===== config.mk =====
export PLATFORM = sky130hd
export DESIGN_NAME = sequenciador_musica
export DESIGN_NICKNAME = d
export VERILOG_FILES = /design/src/rtl/musica_pkg.sv /design/src/rtl/contador_tempo.sv /design/src/rtl/sequenciador_musica.sv
export SDC_FILE = /design/constraint.sdc
export NUM_CORES = 1
export LEC_CHECK = 0
export BUFFER_PORTS_ARGS = -buffer_cell sky130_fd_sc_hd__buf_2
export CAP_MARGIN = 20
export CORE_MARGIN = 1.5
export CORE_UTILIZATION = 55
export CTS_BUF_LIST = sky130_fd_sc_hd__clkbuf_8 sky130_fd_sc_hd__clkbuf_16
export DETAILED_ROUTE_END_ITERATION = 8
export PLACE_DENSITY_LB_ADDON = 0.05
export SYNTH_ARGS = -nofsm -noshare
export SYNTH_HDL_FRONTEND = slang
export SYNTH_HIERARCHICAL = 1
export SYNTH_SLANG_ARGS = --single-unit
export TNS_END_PERCENT = 5

===== constraint.sdc =====
create_clock -name clk -period 4.1 [get_ports clk]
set_input_delay 0.205 -clock clk [delete_from_list [all_inputs] [get_ports clk]]
set_output_delay 0.205 -clock clk [all_outputs]
set_load 0.02 [all_outputs]

===== src/rtl/musica_pkg.sv =====
// Shared definitions for the song sequencer: FSM encoding, timing default,
// memory address limits and the tempo counter width helper.
package musica_pkg;

    typedef enum logic [2:0] {
        OCIOSO,
        CARREGA,
        AVALIA,
        TOCA,
        PROXIMO,
        GRAVA,
        ESCREVE_FIM,
        FIM
    } estado_t;

    localparam int unsigned TICKS_POR_TEMPO_PADRAO = 12500000;

    // Last address of a song slot, and the last one a recorded entry may use
    // (the slot after it is reserved for the terminator).
    localparam logic [4:0] ULTIMO_ENDERECO = 5'd31;
    localparam logic [4:0] ULTIMO_DADO     = 5'd30;

    // Bits needed to hold 15 tempo units worth of clock ticks.
    function automatic int unsigned largura_contador(input int unsigned ticks);
        return (ticks == 0) ? 1 : int'($clog2(15 * ticks + 1));
    endfunction

endpackage


===== src/rtl/contador_tempo.sv =====
// Loadable down-counter that times how long a note is held; stops at zero.
module contador_tempo #(
    parameter int unsigned LARGURA = 8
) (
    input  logic               clk,
    input  logic               rst_n,
    input  logic               carregar_i,
    input  logic [LARGURA-1:0] valor_i,
    input  logic               habilitar_i,
    output logic               zero_o
);

    logic [LARGURA-1:0] contagem_q, contagem_d;

    // NOTE: combinational blocks assign every output a default first so no latch is inferred.
    always_comb begin
        contagem_d = contagem_q;
        if (carregar_i) begin
            contagem_d = valor_i;
        end else if (habilitar_i && (contagem_q != '0)) begin
            contagem_d = contagem_q - LARGURA'(1);
        end
    end

    // NOTE: sequential state is updated with non-blocking assignments only.
    always_ff @(posedge clk or negedge rst_n) begin
        if (!rst_n) begin
            contagem_q <= '0;
        end else begin
            contagem_q <= contagem_d;
        end
    end

    assign zero_o = (contagem_q == '0);

endmodule


===== src/rtl/sequenciador_musica.sv =====
// Song sequencer: plays (nota, tempo) entries from an external song memory
// and records strobed entries into it, terminating each song with a 0/0 entry.
module sequenciador_musica
    import musica_pkg::*;
#(
    parameter int unsigned TICKS_POR_TEMPO = TICKS_POR_TEMPO_PADRAO
) (
    input  logic       clk,
    input  logic       rst_n,
    input  logic       iniciar,
    input  logic       gravar,
    input  logic       parar,
    input  logic [3:0] musica_sel,
    input  logic [3:0] nota_in,
    input  logic [3:0] tempo_in,
    input  logic       nota_valida,
    input  logic [3:0] mem_nota,
    input  logic [3:0] mem_tempo,
    input  logic       mem_fim,
    output logic       mem_we,
    output logic [4:0] mem_addr,
    output logic [3:0] mem_musica,
    output logic [3:0] mem_data_nota,
    output logic [3:0] mem_data_tempo,
    output logic [3:0] nota_atual,
    output logic       tocando,
    output logic       gravando,
    output logic       pronto
);

    localparam int unsigned LARGURA_CONT = largura_contador(TICKS_POR_TEMPO);

    estado_t                 estado_q, estado_d;
    logic [4:0]              addr_q, addr_d;
    logic [3:0]              musica_q, musica_d;
    logic [3:0]              nota_q, nota_d;
    logic                    carregar, habilitar, contador_zero;
    logic                    entrada_valida;
    logic [LARGURA_CONT-1:0] carga_tempo;

    // TOCA leaves on the cycle the counter reads zero, so loading N-1 gives exactly N cycles.
    assign carga_tempo    = LARGURA_CONT'(32'(mem_tempo) * TICKS_POR_TEMPO - 32'd1);
    assign entrada_valida = nota_valida && ({nota_in, tempo_in} != 8'd0);

    contador_tempo #(
        .LARGURA (LARGURA_CONT)
    ) u_contador_tempo (
        .clk         (clk),
        .rst_n       (rst_n),
        .carregar_i  (carregar),
        .valor_i     (carga_tempo),
        .habilitar_i (habilitar),
        .zero_o      (contador_zero)
    );

    always_comb begin
        estado_d       = estado_q;
        addr_d         = addr_q;
        musica_d       = musica_q;
        nota_d         = nota_q;
        carregar       = 1'b0;
        habilitar      = 1'b0;
        mem_we         = 1'b0;
        mem_data_nota  = 4'd0;
        mem_data_tempo = 4'd0;

        unique case (estado_q)
            OCIOSO: begin
                if (!parar && (gravar || iniciar)) begin
                    musica_d = musica_sel;
                    addr_d   = 5'd0;
                    estado_d = gravar ? GRAVA : CARREGA;
                end
            end
            CARREGA: estado_d = parar ? OCIOSO : AVALIA;
            AVALIA: begin
                if (parar) begin
                    estado_d = OCIOSO;
                end else if (mem_fim) begin
                    estado_d = FIM;
                end else begin
                    nota_d = mem_nota;
                    if (mem_tempo == 4'd0) begin
                        estado_d = PROXIMO;
                    end else begin
                        carregar = 1'b1;
                        estado_d = TOCA;
                    end
                end
            end
            TOCA: begin
                if (parar) begin
                    estado_d = OCIOSO;
                end else if (contador_zero) begin
                    estado_d = PROXIMO;
                end else begin
                    habilitar = 1'b1;
                end
            end
            PROXIMO: begin
                if (parar) begin
                    estado_d = OCIOSO;
                end else if (addr_q == ULTIMO_ENDERECO) begin
                    estado_d = FIM;
                end else begin
                    addr_d   = addr_q + 5'd1;
                    estado_d = CARREGA;
                end
            end
            GRAVA: begin
                if (parar) begin
                    estado_d = ESCREVE_FIM;
                end else if (entrada_valida) begin
                    mem_we         = 1'b1;
                    mem_data_nota  = nota_in;
                    mem_data_tempo = tempo_in;
                    addr_d         = addr_q + 5'd1;
                    if (addr_q == ULTIMO_DADO) begin
                        estado_d = ESCREVE_FIM;
                    end
                end
            end
            ESCREVE_FIM: begin
                mem_we   = 1'b1;
                estado_d = FIM;
            end
            FIM:     estado_d = OCIOSO;
            default: estado_d = OCIOSO;
        endcase

        // Song selection and address are released whenever the sequencer goes idle.
        if (estado_d == OCIOSO) begin
            addr_d   = 5'd0;
            musica_d = 4'd0;
        end
    end

    always_ff @(posedge clk or negedge rst_n) begin
        if (!rst_n) begin
            estado_q <= OCIOSO;
            addr_q   <= 5'd0;
            musica_q <= 4'd0;
            nota_q   <= 4'd0;
        end else begin
            estado_q <= estado_d;
            addr_q   <= addr_d;
            musica_q <= musica_d;
            nota_q   <= nota_d;
        end
    end

    assign mem_addr   = addr_q;
    assign mem_musica = musica_q;
    assign nota_atual = (estado_q == TOCA) ? nota_q : 4'd0;
    assign tocando    = (estado_q inside {CARREGA, AVALIA, TOCA, PROXIMO});
    assign gravando   = (estado_q inside {GRAVA, ESCREVE_FIM});
    assign pronto     = (estado_q == FIM);

endmodule


Yosys cells after proc, flatten, opt, wreduce, memory -nomap -nowiden:

Index checks and enable logic that the tools add are counted.

* flip-flop bits (word level): 44
* output and inout port bits: 25

* add/subtract/negate cells: 3
* multipliers: 1
* equality and inequality tests: 14
* mux-type cells: 43
* bitwise operators: 2
* reduce and logical (&&, ||, !) cells: 20

Operators by type and width (count)
* 28-bit two-way mux: 2
* 28-bit by 1-bit subtractor with 28-bit output, second input constant: 2
* 4-bit two-way mux: 10
* 3-bit two-way mux: 12
* 5-bit two-way mux: 6
* 28-bit zero test: 1
* 28-bit nonzero test: 1
* 3-bit case mux with 8 select lines: 1
* 4-bit by 19-bit multiplier with 23-bit output, second input constant: 1
* 3-bit != test, second input constant: 5
* 5-bit case mux with 3 select lines: 1
* 3-bit equality test, second input constant: 4
* 5-bit equality test, second input constant: 2
* 1-bit two-way mux: 9
* 2-bit nonzero test: 4
* 4-bit nonzero test: 2
* 8-bit nonzero test: 1
* 3-bit by 2-bit equality test with 1-bit output, second input constant: 2
* 3-bit zero test: 2
* 6-bit AND reduction: 1
* 5-bit by 1-bit adder with 5-bit output, second input constant: 1
* 4-bit zero test: 1
* 3-bit by 1-bit equality test with 1-bit output, second input constant: 1
* 1-bit logical AND: 3
* other kinds (7): 8

Longest topological paths before layout:

* depth after elaboration: 8
* mapped depth: 16

Cells and area by module:

Netlist, hierarchy kept.

Modules (own cells, without submodules)
* sequenciador_musica: instances 1, cells an instance 287, area each 2427.3 um^2
* contador_tempo: instances 1, cells an instance 203, area each 1744.2 um^2

Worst setup path before layout:

Ideal clock, no wire load.

* path type: input-to-reg
* start point: input mem_tempo[1]
* end point: register u_contador_tempo.contagem_q[26]
* arrival time: 3.738 ns
* path slack: 0.221 ns
* stages: 13
* buffers on the path: 0
* path through: fa_1 > fa_1 > inv_1 > fa_1 > nand2b_1 > or4b_4 > a211oi_2 > or4b_4 > nor3_4 > nand3b_1 > xor2_1 > nor2_1 > a31oi_1

RTL lines
* start, declared: line sequenciador_musica.sv:18 `input logic [3:0] mem_tempo,`
* 4-bit by 19-bit multiplier with 23-bit output: line sequenciador_musica.sv:42 `assign carga_tempo = LARGURA_CONT'(32'(mem_tempo) * TICKS_POR_TEMPO - 32'd1);`
* 28-bit by 1-bit subtractor with 28-bit output: line sequenciador_musica.sv:42
* via carga_tempo[26]: line sequenciador_musica.sv:39 `logic [LARGURA_CONT-1:0] carga_tempo;`
* 28-bit two-way mux: line contador_tempo.sv:18 `if (carregar_i) begin`
* end signal, assigned: line contador_tempo.sv:30 `contagem_q <= contagem_d;`
* end, declared: line contador_tempo.sv:13 `logic [LARGURA-1:0] contagem_q, contagem_d;`

The timed path passes the listed nets, and every way through them passes these cells.
A chain may end at the register's enable or synchronous reset.

Final worst setup path:

* start point: input mem_tempo[1]
* end point: register u_contador_tempo.contagem_q[27]

The elaborated chain is that of the path after synthesis.

==> impl_metrics.json <==
{
  "yosysWarnings": 6,
  "grt_pass1_wl_um": 17060,
  "vias_per_cell": 6.009,
  "rsz0062_at_grt": "no",
  "drive_above_1_share_pct": 19.25,
  "ys_types": 65,
  "finalHoldViolCount": 0,
  "die-height_um": 90.09,
  "synth_top_area_share_pct": 26.39,
  "yosysTopAreaCell": "dfrtp_1",
  "postSynth.asyncResetShare_pct": 100.0,
  "power.density_nw_per_um2": 511.4,
  "cts_buffer_depth": 2,
  "place.gp.congestion": 0.8740,
  "final_area_sq_um": 4818,
  "setup_viol": 0,
  "syn_to_final_growth_pct": 15.51,
  "cts.repair.resized": 0,
  "io_pins": 52,
  "max_freq_mhz": 267.6,
  "yosysSeqAreaShare_pct": 26.39,
  "worst_slack_ns": 0.3629,
  "placedInstanceArea_sq_um": 4667,
  "hold_buffers": 0,
  "netlist_instances": 490,
  "cts.htree.levels": 2,
  "slowest_delay_ns": 0.57,
  "synthFlopType": "dfrtp_1",
  "post-place-ws_ns": 0.04089,
  "critPathLaunchType": "input port",
  "relSlewSlack_pct": 51.74,
  "crit_path_top_delay_cell": "fa_1",
  "status": "complete, no violations",
  "finalSetupTns_ns": 0,
  "worst_pin_slew_ns": 0.7184,
  "critPathKind": "in2reg",
  "via_count": 3966,
  "antenna_cells": 0,
  "die_w_um": 90.09,
  "placementRows": 31,
  "layout_min_cycle_time_ns": 3.737,
  "synth-edff-count": 0,
  "crit_path_end_kind": "flip-flop",
  "drt_iter0_drc": 195,
  "drt-total-wl_um": 9944,
  "core-area_sq_um": 7292,
  "grt_pass1_vias": 3606,
  "root_buffer": "clkbuf_8",
  "syn-mean-instance-area_sq_um": 8.513,
  "wl_per_cell_um": 15.07,
  "drt_first_pass_iters": 5,
  "clkTransAtPathRegs_ns": 0.09,
  "fin_crit_sh_pct": 91.15,
  "grt_max_degree": 45,
  "start_util_pct": 57.21,
  "cp.arrival_ns": 3.89,
  "synthTopCellsByArea": "dfrtp_1 26%, ha_1 9.6%, xnor2_1 4.6%",
  "cts_buffers": 5,
  "power.leakage_uw": 0.002136,
  "hold_class": "in2reg",
  "drc": 0,
  "drv_slew": 0,
  "post_cts_buffers": 0,
  "ir_drop_v": 0.0003308,
  "cp_max_fo": 7,
  "cts_sinks": 44,
  "antenna_found_initial": 0,
  "fp.dieArea_sq_um": 8116,
  "dp_hpwl_um": 7561,
  "crit_chain": "buf_2 > fa_1 > fa_1 > buf_4 > ha_1 > a21o_1 > a211oi_2 > o21ai_2 > xor2_1 > or3_1 > nor4_2 > nand4b_1 > xor2_1 > nor2_1 > a31oi_1",
  "clk_latency_ns": 0.30,
  "drtAntennaViolNets": 0,
  "io_buffers": 51,
  "skew_ns": 0.006197,
  "drv_cap": 0,
  "nets": 627,
  "grt_overflow": 0,
  "cts_tree": "built",
  "ys_ff_latch": 44,
  "syn_area_sq_um": 4172,
  "grtUsageTotal_pct": 25.06,
  "critPathRequiredTime_ns": 4.26
}
==> layout make-up <==
type                       instances  area, sq um
timing repair buffer              75        450.4
fill                             642         2474
inverter                          20        75.07
clock inverter                     2        38.79
tap                               99        123.9
clock buffer                       6        82.58
multi-input combinational        414         2947
sequential                        44         1101
==> cells in the final DEF, fill, tap and decap left out, types with 3 or more instances in the layout <==
| master | count |
|---|---|
| fa_1 | 8 |
| xor2_1 | 14 |
| ha_1 | 32 |
| o31ai_1 | 7 |
| a2111oi_0 | 3 |
| mux2i_1 | 3 |
| a21oi_1 | 14 |
| xnor2_1 | 22 |
| and3_1 | 9 |
| dfrtp_1 | 44 |
| or3_1 | 12 |
| nor2b_1 | 6 |
| nor3_1 | 19 |
| nand2_1 | 49 |
| nand2b_1 | 5 |
| nand4_1 | 8 |
| a21o_1 | 5 |
| buf_4 | 22 |
| nor2_1 | 32 |
| nor3b_1 | 3 |
| o21ai_1 | 6 |
| and2_1 | 16 |
| nand3_1 | 13 |
| a31oi_1 | 17 |
| o211ai_1 | 10 |
| or4_1 | 12 |
| inv_1 | 19 |
| clkbuf_8 | 6 |
| o21ai_0 | 17 |
| conb_1 | 5 |
| buf_2 | 51 |
| mux2_2 | 4 |
| nor4_1 | 13 |
| or3_4 | 3 |
| o21bai_1 | 4 |
| or4_2 | 4 |
==> metal layers <==
layer  vias to the layer above  track usage, %  routed length (um)  share of wire (%)
met1                      1897           35.66                4770                 48
met2                       104           41.22                4716                 47
met3                        12           2.876                 368                3.7
li1                       1953               -                   -                  -
met5                         -               0                   0                  0
met4                         0           4.894                  89               0.90
==> worst max-delay path: cells and delay by family <==
kind	cells	cell delay, ns
AOI/OAI and AO/OA	4	0.72
xor gates and xnor gates	2	0.37
buffers and inverters	2	0.27
and+or+nand+nor	4	1.01
adders and majority gates	3	1.30
==> cell families (layout without fill, tap and decap cells) <==
family / count (synthesis) / after routing / synth area share (%)
mux: 7 / 7 / 1.800
fa+ha+maj: 40 / 40 / 13.44
buf+inv: 36 / 103 / 3.329
flops: 44 / 44 / 26.39
compound gates: 105 / 105 / 17.31
xor+xnor: 36 / 36 / 7.558
other cells: 1 / 5 / 0.08990
simple gates: 221 / 221 / 30.08
==> cell usage after synthesis (3+ instances only) <==
| cell type | instances |
|---|---|
| o21ai_1 | 6 |
| or4_2 | 4 |
| o21ai_0 | 17 |
| or4_1 | 12 |
| dfrtp_1 | 44 |
| mux2_2 | 4 |
| nand4_1 | 8 |
| nand2_1 | 49 |
| o21bai_1 | 4 |
| or3_4 | 3 |
| mux2i_1 | 3 |
| clkbuf_1 | 12 |
| nor3b_1 | 3 |
| nor4_1 | 13 |
| xnor2_1 | 22 |
| a31oi_1 | 17 |
| and3_1 | 9 |
| fa_1 | 8 |
| inv_1 | 19 |
| a21o_1 | 5 |
| nor2b_1 | 6 |
| ha_1 | 32 |
| a2111oi_0 | 3 |
| xor2_1 | 14 |
| and2_1 | 16 |
| o31ai_1 | 7 |
| nand2b_1 | 5 |
| buf_2 | 3 |
| nand3_1 | 13 |
| a21oi_1 | 14 |
| nor2_1 | 32 |
| or3_1 | 12 |
| o211ai_1 | 10 |
| nor3_1 | 19 |
==> path summary, 6_finish.rpt <==
check | depth (start not counted) | endpoint | slack, ns | startpoint
max | 15 | u_contador_tempo/contagem_q[27]$_DFFE_PN0P_ | 0.36 | mem_tempo[1]
min | 3 | mem_musica[0]$_DFFE_PN0P_ | 0.11 | musica_sel[0]
max reg2reg | 13 | u_contador_tempo/contagem_q[19]$_DFFE_PN0P_ | 0.57 | u_contador_tempo/contagem_q[0]$_DFFE_PN0P_
min reg2reg | 1 | nota_q[3]$_DFFE_PN0P_ | 0.51 | nota_q[3]$_DFFE_PN0P_
max in group asynchronous | 3 | mem_musica[3]$_DFFE_PN0P_ | 3.27 | rst_n
min in group asynchronous | 2 | u_contador_tempo/contagem_q[24]$_DFFE_PN0P_ | 0.34 | rst_n
==> sequential cells by signal, indices dropped and copies added (netlist names) <==
| register | flops |
|---|---|
| mem_musica | 4 |
| estado_q | 3 |
| u_contador_tempo/contagem_q | 28 |
| mem_addr | 5 |
| nota_q | 4 |
==> where the power goes <==
group | total, uW | internal [uW] | switching (uW)
Combinational | 1260 | 549 | 712
Sequential | 844 | 619 | 224
Clock | 359 | 200 | 160
==> metrics by stage <==
| step | hold WS, ns | power [uW] | std cells | utilization (%) |
|---|---|---|---|---|
| global route | 0.1065 | 2668 | 660 | 66.08 |
| global placement | 0.4136 | 2048 | 650 | 64.00 |
| CTS | 0.08816 | 2459 | 658 | 65.67 |
| floorplan | -0.09059 | 1734 | 494 | - |
| detailed placement | 0.4224 | 2090 | 650 | 64.00 |
| finish | 0.1127 | 2464 | 660 | 66.08 |
No activity file was read; power rests on OpenSTA's default activity.
